[config.mk]
export PLATFORM = sky130hd
export DESIGN_NAME = gmii_tx_framer
export DESIGN_NICKNAME = d
export VERILOG_FILES = /design/src/rtl/eth_pkg.sv /design/src/rtl/crc32_d8.sv /design/src/rtl/gmii_tx_framer.sv
export SDC_FILE = /design/constraint.sdc
export NUM_CORES = 1
export LEC_CHECK = 0
export CAP_MARGIN = 10
export CELL_PAD_IN_SITES_DETAIL_PLACEMENT = 2
export CELL_PAD_IN_SITES_GLOBAL_PLACEMENT = 2
export CORE_MARGIN = 2
export CORE_UTILIZATION = 40
export CTS_BUF_LIST = sky130_fd_sc_hd__clkbuf_4
export DETAILED_ROUTE_END_ITERATION = 16
export PLACE_DENSITY_LB_ADDON = 0.1
export SETUP_SLACK_MARGIN = 0.1
export SYNTH_ARGS = -nofsm -noshare
export SYNTH_HDL_FRONTEND = slang
export SYNTH_SLANG_ARGS = --single-unit
[constraint.sdc]
create_clock -name gmii_tx_clk -period 2.8 [get_ports gmii_tx_clk]
set_input_delay 0.42 -clock gmii_tx_clk [delete_from_list [all_inputs] [get_ports gmii_tx_clk]]
set_output_delay 0.42 -clock gmii_tx_clk [all_outputs]
set_load 0.005 [all_outputs]
[src/rtl/eth_pkg.sv]
`default_nettype none
// ============================================================================
// Package : eth_pkg
// Brief   : Shared Ethernet framing constants, TX FSM state encoding and
//           CRC-32 helpers used by the GMII framer and the RX checker.
// Revision: 1.0 - initial release
// ============================================================================
package eth_pkg;

  typedef enum logic [2:0] {
    IDLE     = 3'd0,
    PREAMBLE = 3'd1,
    SFD      = 3'd2,
    DATA     = 3'd3,
    PAD      = 3'd4,
    FCS      = 3'd5,
    IFG      = 3'd6
  } tx_state_t;

  localparam logic [7:0]  PREAMBLE_BYTE = 8'h55;
  localparam logic [7:0]  SFD_BYTE      = 8'hD5;
  localparam logic [31:0] CRC_INIT      = 32'hFFFF_FFFF;
  localparam logic [31:0] CRC_POLY      = 32'h04C1_1DB7;
  localparam int          PREAMBLE_LEN  = 7;

  // The datapath shifts LSB first, so it needs the bit-mirrored polynomial.
  function automatic logic [31:0] reflect32(input logic [31:0] v);
    logic [31:0] r;
    for (int i = 0; i < 32; i++) begin
      r[i] = v[31-i];
    end
    return r;
  endfunction

endpackage
`default_nettype wire

[src/rtl/crc32_d8.sv]
`default_nettype none
// ============================================================================
// Module  : crc32_d8
// Brief   : Combinational one-byte update of the reflected IEEE 802.3 CRC-32.
// Revision: 1.0 - initial release
// ============================================================================
module crc32_d8
  import eth_pkg::*;
(
  input  logic [31:0] crc_in,
  input  logic [7:0]  d,
  output logic [31:0] crc_out
);

  localparam logic [31:0] c_poly_rev = reflect32(CRC_POLY);

  logic [31:0] w_crc;

  always_comb begin
    w_crc = crc_in ^ {24'h000000, d};
    for (int i = 0; i < 8; i++) begin
      w_crc = w_crc[0] ? ((w_crc >> 1) ^ c_poly_rev) : (w_crc >> 1);
    end
    crc_out = w_crc;
  end

endmodule
`default_nettype wire

[src/rtl/gmii_tx_framer.sv]
`default_nettype none
// ============================================================================
// Module  : gmii_tx_framer
// Brief   : Wraps a byte stream into a GMII frame: preamble, SFD, payload,
//           zero padding, FCS and inter-frame gap, with underrun signalling.
// Revision: 1.0 - initial release
// ============================================================================
module gmii_tx_framer
  import eth_pkg::*;
#(
  parameter int MIN_FRAME = 60,
  parameter int IFG_BYTES = 12
) (
  input  logic       gmii_tx_clk,
  input  logic       reset,
  input  logic [7:0] s_data,
  input  logic       s_valid,
  input  logic       s_last,
  output logic       s_ready,
  output logic [7:0] gmii_txd,
  output logic       gmii_txen,
  output logic       gmii_txer
);

  tx_state_t   r_state, w_state_nxt;
  logic [31:0] r_step;
  logic [6:0]  r_count;
  logic [31:0] r_crc, w_crc_next, w_fcs;
  logic [7:0]  w_crc_byte, w_txd;
  logic        w_crc_en, w_count_inc, w_txen, w_txer;
  int          w_count_p1;

  assign s_ready    = (r_state == DATA) && !reset;
  assign w_fcs      = ~r_crc;
  assign w_count_p1 = int'({25'd0, r_count}) + 1;

  crc32_d8 u_crc (
    .crc_in  (r_crc),
    .d       (w_crc_byte),
    .crc_out (w_crc_next)
  );

  always_comb begin
    w_state_nxt = r_state;
    w_txd       = 8'h00;
    w_txen      = 1'b0;
    w_txer      = 1'b0;
    w_crc_byte  = 8'h00;
    w_crc_en    = 1'b0;
    w_count_inc = 1'b0;
    case (r_state)
      IDLE: begin
        if (s_valid) w_state_nxt = PREAMBLE;
      end
      PREAMBLE: begin
        w_txd  = PREAMBLE_BYTE;
        w_txen = 1'b1;
        if (r_step == 32'(PREAMBLE_LEN - 1)) w_state_nxt = SFD;
      end
      SFD: begin
        w_txd       = SFD_BYTE;
        w_txen      = 1'b1;
        w_state_nxt = DATA;
      end
      DATA: begin
        w_txen = 1'b1;
        if (s_valid) begin
          w_txd       = s_data;
          w_crc_byte  = s_data;
          w_crc_en    = 1'b1;
          w_count_inc = 1'b1;
          if (s_last) w_state_nxt = (w_count_p1 < MIN_FRAME) ? PAD : FCS;
        end else begin
          w_txer      = 1'b1;
          w_state_nxt = IFG;
        end
      end
      PAD: begin
        w_txen      = 1'b1;
        w_crc_en    = 1'b1;
        w_count_inc = 1'b1;
        if (w_count_p1 >= MIN_FRAME) w_state_nxt = FCS;
      end
      FCS: begin
        w_txd  = w_fcs[{r_step[1:0], 3'b000} +: 8];
        w_txen = 1'b1;
        if (r_step == 32'd3) w_state_nxt = IFG;
      end
      IFG: begin
        // A waiting payload skips IDLE so the gap is exactly IFG_BYTES.
        if (r_step == 32'(IFG_BYTES - 1)) w_state_nxt = s_valid ? PREAMBLE : IDLE;
      end
      default: w_state_nxt = IDLE;
    endcase
  end

  always_ff @(posedge gmii_tx_clk) begin
    if (reset) begin
      r_state   <= IDLE;
      r_step    <= 32'd0;
      r_count   <= 7'd0;
      r_crc     <= CRC_INIT;
      gmii_txd  <= 8'h00;
      gmii_txen <= 1'b0;
      gmii_txer <= 1'b0;
    end else begin
      r_state   <= w_state_nxt;
      r_step    <= (w_state_nxt != r_state) ? 32'd0 : r_step + 32'd1;
      gmii_txd  <= w_txd;
      gmii_txen <= w_txen;
      gmii_txer <= w_txer;
      if (r_state == SFD) begin
        r_crc   <= CRC_INIT;
        r_count <= 7'd0;
      end else begin
        if (w_crc_en) r_crc <= w_crc_next;
        if (w_count_inc && r_count != 7'd127) r_count <= r_count + 7'd1;
      end
    end
  end

endmodule
`default_nettype wire
==> run summary <==
Number of DRC violations after detailed routing - 0
Highest-count cells in the layout ignoring fill and taps - dfxtp_1 (84), nand2_1 (52), xor2_1 (45), nor3_1 (40), xnor2_1 (38)
Number of levels the H-tree was split into - 3
Reg2reg start - r_count[0]
Worst stage delay on the critical path - 500 ps
Final period util - 90.4%
Top-level port count - 23
Number of I/O port buffers - 22
Sum of overflow across all layers after global routing - 0
Worst hold margin - 521 ps
Maximum buffer depth of the clock tree - 2
Effective utilization at floorplan - 41.4%
1st-iter DRT viols - 225
Peak supply drop - 240 uV
Synth Cell Area - 4770 um^2
Cell Count, Final, Fillers Out - 681
Warnings from Yosys - 0
Clk root buf - clkbuf_4
# setup viols final - 0
Cells along the critical path - ha_1, and3_1, and3_1, a211oi_1, a41oi_1, o2111ai_2, xnor2_2, buf_12, nor3_1
Setup slack of the most critical reg-to-reg path - 270 ps
Standard-cell row count - 39
Flop and latch count out of synthesis - 84
Avg Vias per Cell - 5.51
Total power density per cell area - 364 nW/um^2
Type of destination of the critical path - flop
Max Clock Freq - 0.395 GHz
Count of endpoints failing hold in the final timing report - 0
Most frequent standard cell in the layout excluding fill and tap cells - dfxtp_1
Clock tree from TritonCTS - done
Type of element launching the critical path - flop
Number of instances in the synthesized netlist - 498
First-pass GRT wire length - 21900 um
Fin crit period - 2530 ps
Antenna violations before repair - 1
Path type of the worst min-delay path - flop to flop
Depth of the worst hold-timing path - 2
Post-detailed-routing wire length - 13100 um
Leakage - 1.98 nW
Placed cell count - 665
End of the worst register-to-register path - r_step[30]
Max FO, Critical Path - 32
Syn nets - 514
Setup repair after global routing missed its margin - no
Final-report max-slew violation count - 0
Async SR Flop Fraction - 0%
Worst Reg-to-Reg Cells - 9
Master of the slowest instance on the critical path - dfxtp_1
# Max-Cap Violations - 0
Outcome - finished clean
Most used DFF post-synth - dfxtp_1
Number of library cell types mapped by synthesis - 50
Total number of nets in the final design - 549
Fraction of layout instances using a drive strength above 1 - 14.2%
Post-detailed-placement half-perimeter wirelength - 9800 um
Clk slew on worst S/H paths - 140 ps
Worst Setup Path Type - flop to flop
Die Outline Area - 12800 um^2
Core region area - 11500 um^2
Avg Inst Size Synth - 9.58 um^2
Antenna violation net count after detailed routing - 0
Clock sink total - 84
Vias in the first global route - 4085
Hold Path End - r_crc[13]
Final-layout setup total negative slack - 0 ps
Chip Height - 113 um
Total Power - 1.97 mW
Relative max-transition margin - 44.0%
Worst endpoint data arrival time - 2910 ps
Chip width - 113 um
Routed wire length per instance - 19.3 um
CP dominant cell by count - and3_1
Number of enable-type register cells in the synthesized netlist - 0
Tot GR Track Use - 22.0%
Via total after detailed routing - 3755
Layout area overhead - 13.3%
Worst-case clock skew - 12.6 ps
Required arrival time at the worst endpoint - 3180 ps
Largest net degree at the start of global routing - 56
Clock latency reported for the late side of the worst-skew pair - 470 ps
Share of the yosys chip area belonging to registers - 35.2%
Actual slew at the worst max-slew pin - 838 ps
Number of buffers inserted during clock tree synthesis - 9
Routability congestion estimate from global placement - 0.754
Startpoint of the tightest hold check path - r_crc[13]
First drt pass iteration count - 4
-- worst max path at each step --
stage / from / end / slack, ps / cells past startpoint
floorplan: r_step[0] / r_step[0] / 510 / 10
global placement: s_valid / r_crc[26] / 100 / 9
detailed placement: s_valid / r_crc[16] / 10 / 10
CTS: r_step[10] / r_step[3] / 160 / 8
global route: r_count[0] / r_step[19] / 110 / 9
finish: r_count[0] / r_step[30] / 270 / 9
-- where the power goes --
group,switching (mW),internal (mW)
combinational,0.102,0.0697
sequential,0.00604,1.20
clock,0.426,0.161
total,0.533,1.43
-- cell families after synthesis --
logic type	synth area share, %
muxes	3.99
AOI/OAI and AO/OA	10.5
DFF	35.2
buffers and inverters	3.41
xor gates and xnor gates	26.4
and+or+nand+nor	19.5
adders and majority gates	1.05
-- Yosys cell counts (3+ instances only) --
master	n	area, um^2
a21boi_0	3	22.5
a21o_1	3	22.5
a21oi_1	14	70.1
a221oi_1	4	35.0
a31oi_1	3	18.8
and3_1	7	43.8
buf_6	5	56.3
clkbuf_1	17	63.8
dfxtp_1	84	1680
ha_1	4	50.1
inv_1	8	30.0
mux4_2	8	180
nand2_1	52	195
nand2_2	6	37.5
nand2b_1	5	31.3
nand3_1	14	70.1
nand4_1	8	50.1
nor2_1	34	128
nor3_1	40	200
nor4_1	8	50.1
o211ai_1	23	173
o21ai_0	9	45.0
o21ai_1	5	25.0
xnor2_1	38	333
xnor2_2	4	65.1
xnor2_4	3	82.6
xnor3_1	6	135
xor2_1	45	394
xor2_4	7	193
-- state kept, by name, summed over array words and instances (netlist names) --
register	flops
r_step	32
r_crc	32
gmii_txd	8
r_state	3
gmii_txer	1
gmii_txen	1
r_count	7
-- worst max-delay path: cells and delay by family (launching register included) --
family | cells | cell delay, ps
flops | 1 | 500
simple gates | 3 | 680
buf+inv | 1 | 180
fa+ha+maj | 1 | 250
compound gates | 3 | 640
xor+xnor | 1 | 190
-- what timing repair did --
item,in CTS,in global routing
endpoints found under the setup margin,0,23
gates resized for setup,0,2
hold buffers,0,0
buffers inserted,0,0
-- per-stage QoR --
stage               area, um^2  utilization (%)  setup slack [ps]
finish                    5410             46.9               269
global placement          5300             46.0              96.3
CTS                       5390             46.8               159
global route              5410             46.9               105
detailed placement        5300             46.0              13.0
floorplan                 4770                -               511
-- per-layer routing --
metal	vias up	GRT usage (%)	wire length, um
met2	37	39.8	6940
met4	0	6.02	210
met1	1891	26.1	5710
li1	1809	-	-
met5	-	0	0
met3	18	4.98	286
-- layout make-up --
class                   instances  area (um^2)
clock inverters                 6         22.5
fillers                      1254         6110
inverters                       8         30.0
flip-flops and latches         84         1680
clock buffers                   9         67.6
multi-input cells             381         2960
well taps                     143          179
diodes                          1         2.50
repair buffers                 49          460
No activity file was read; power rests on OpenSTA's default activity.
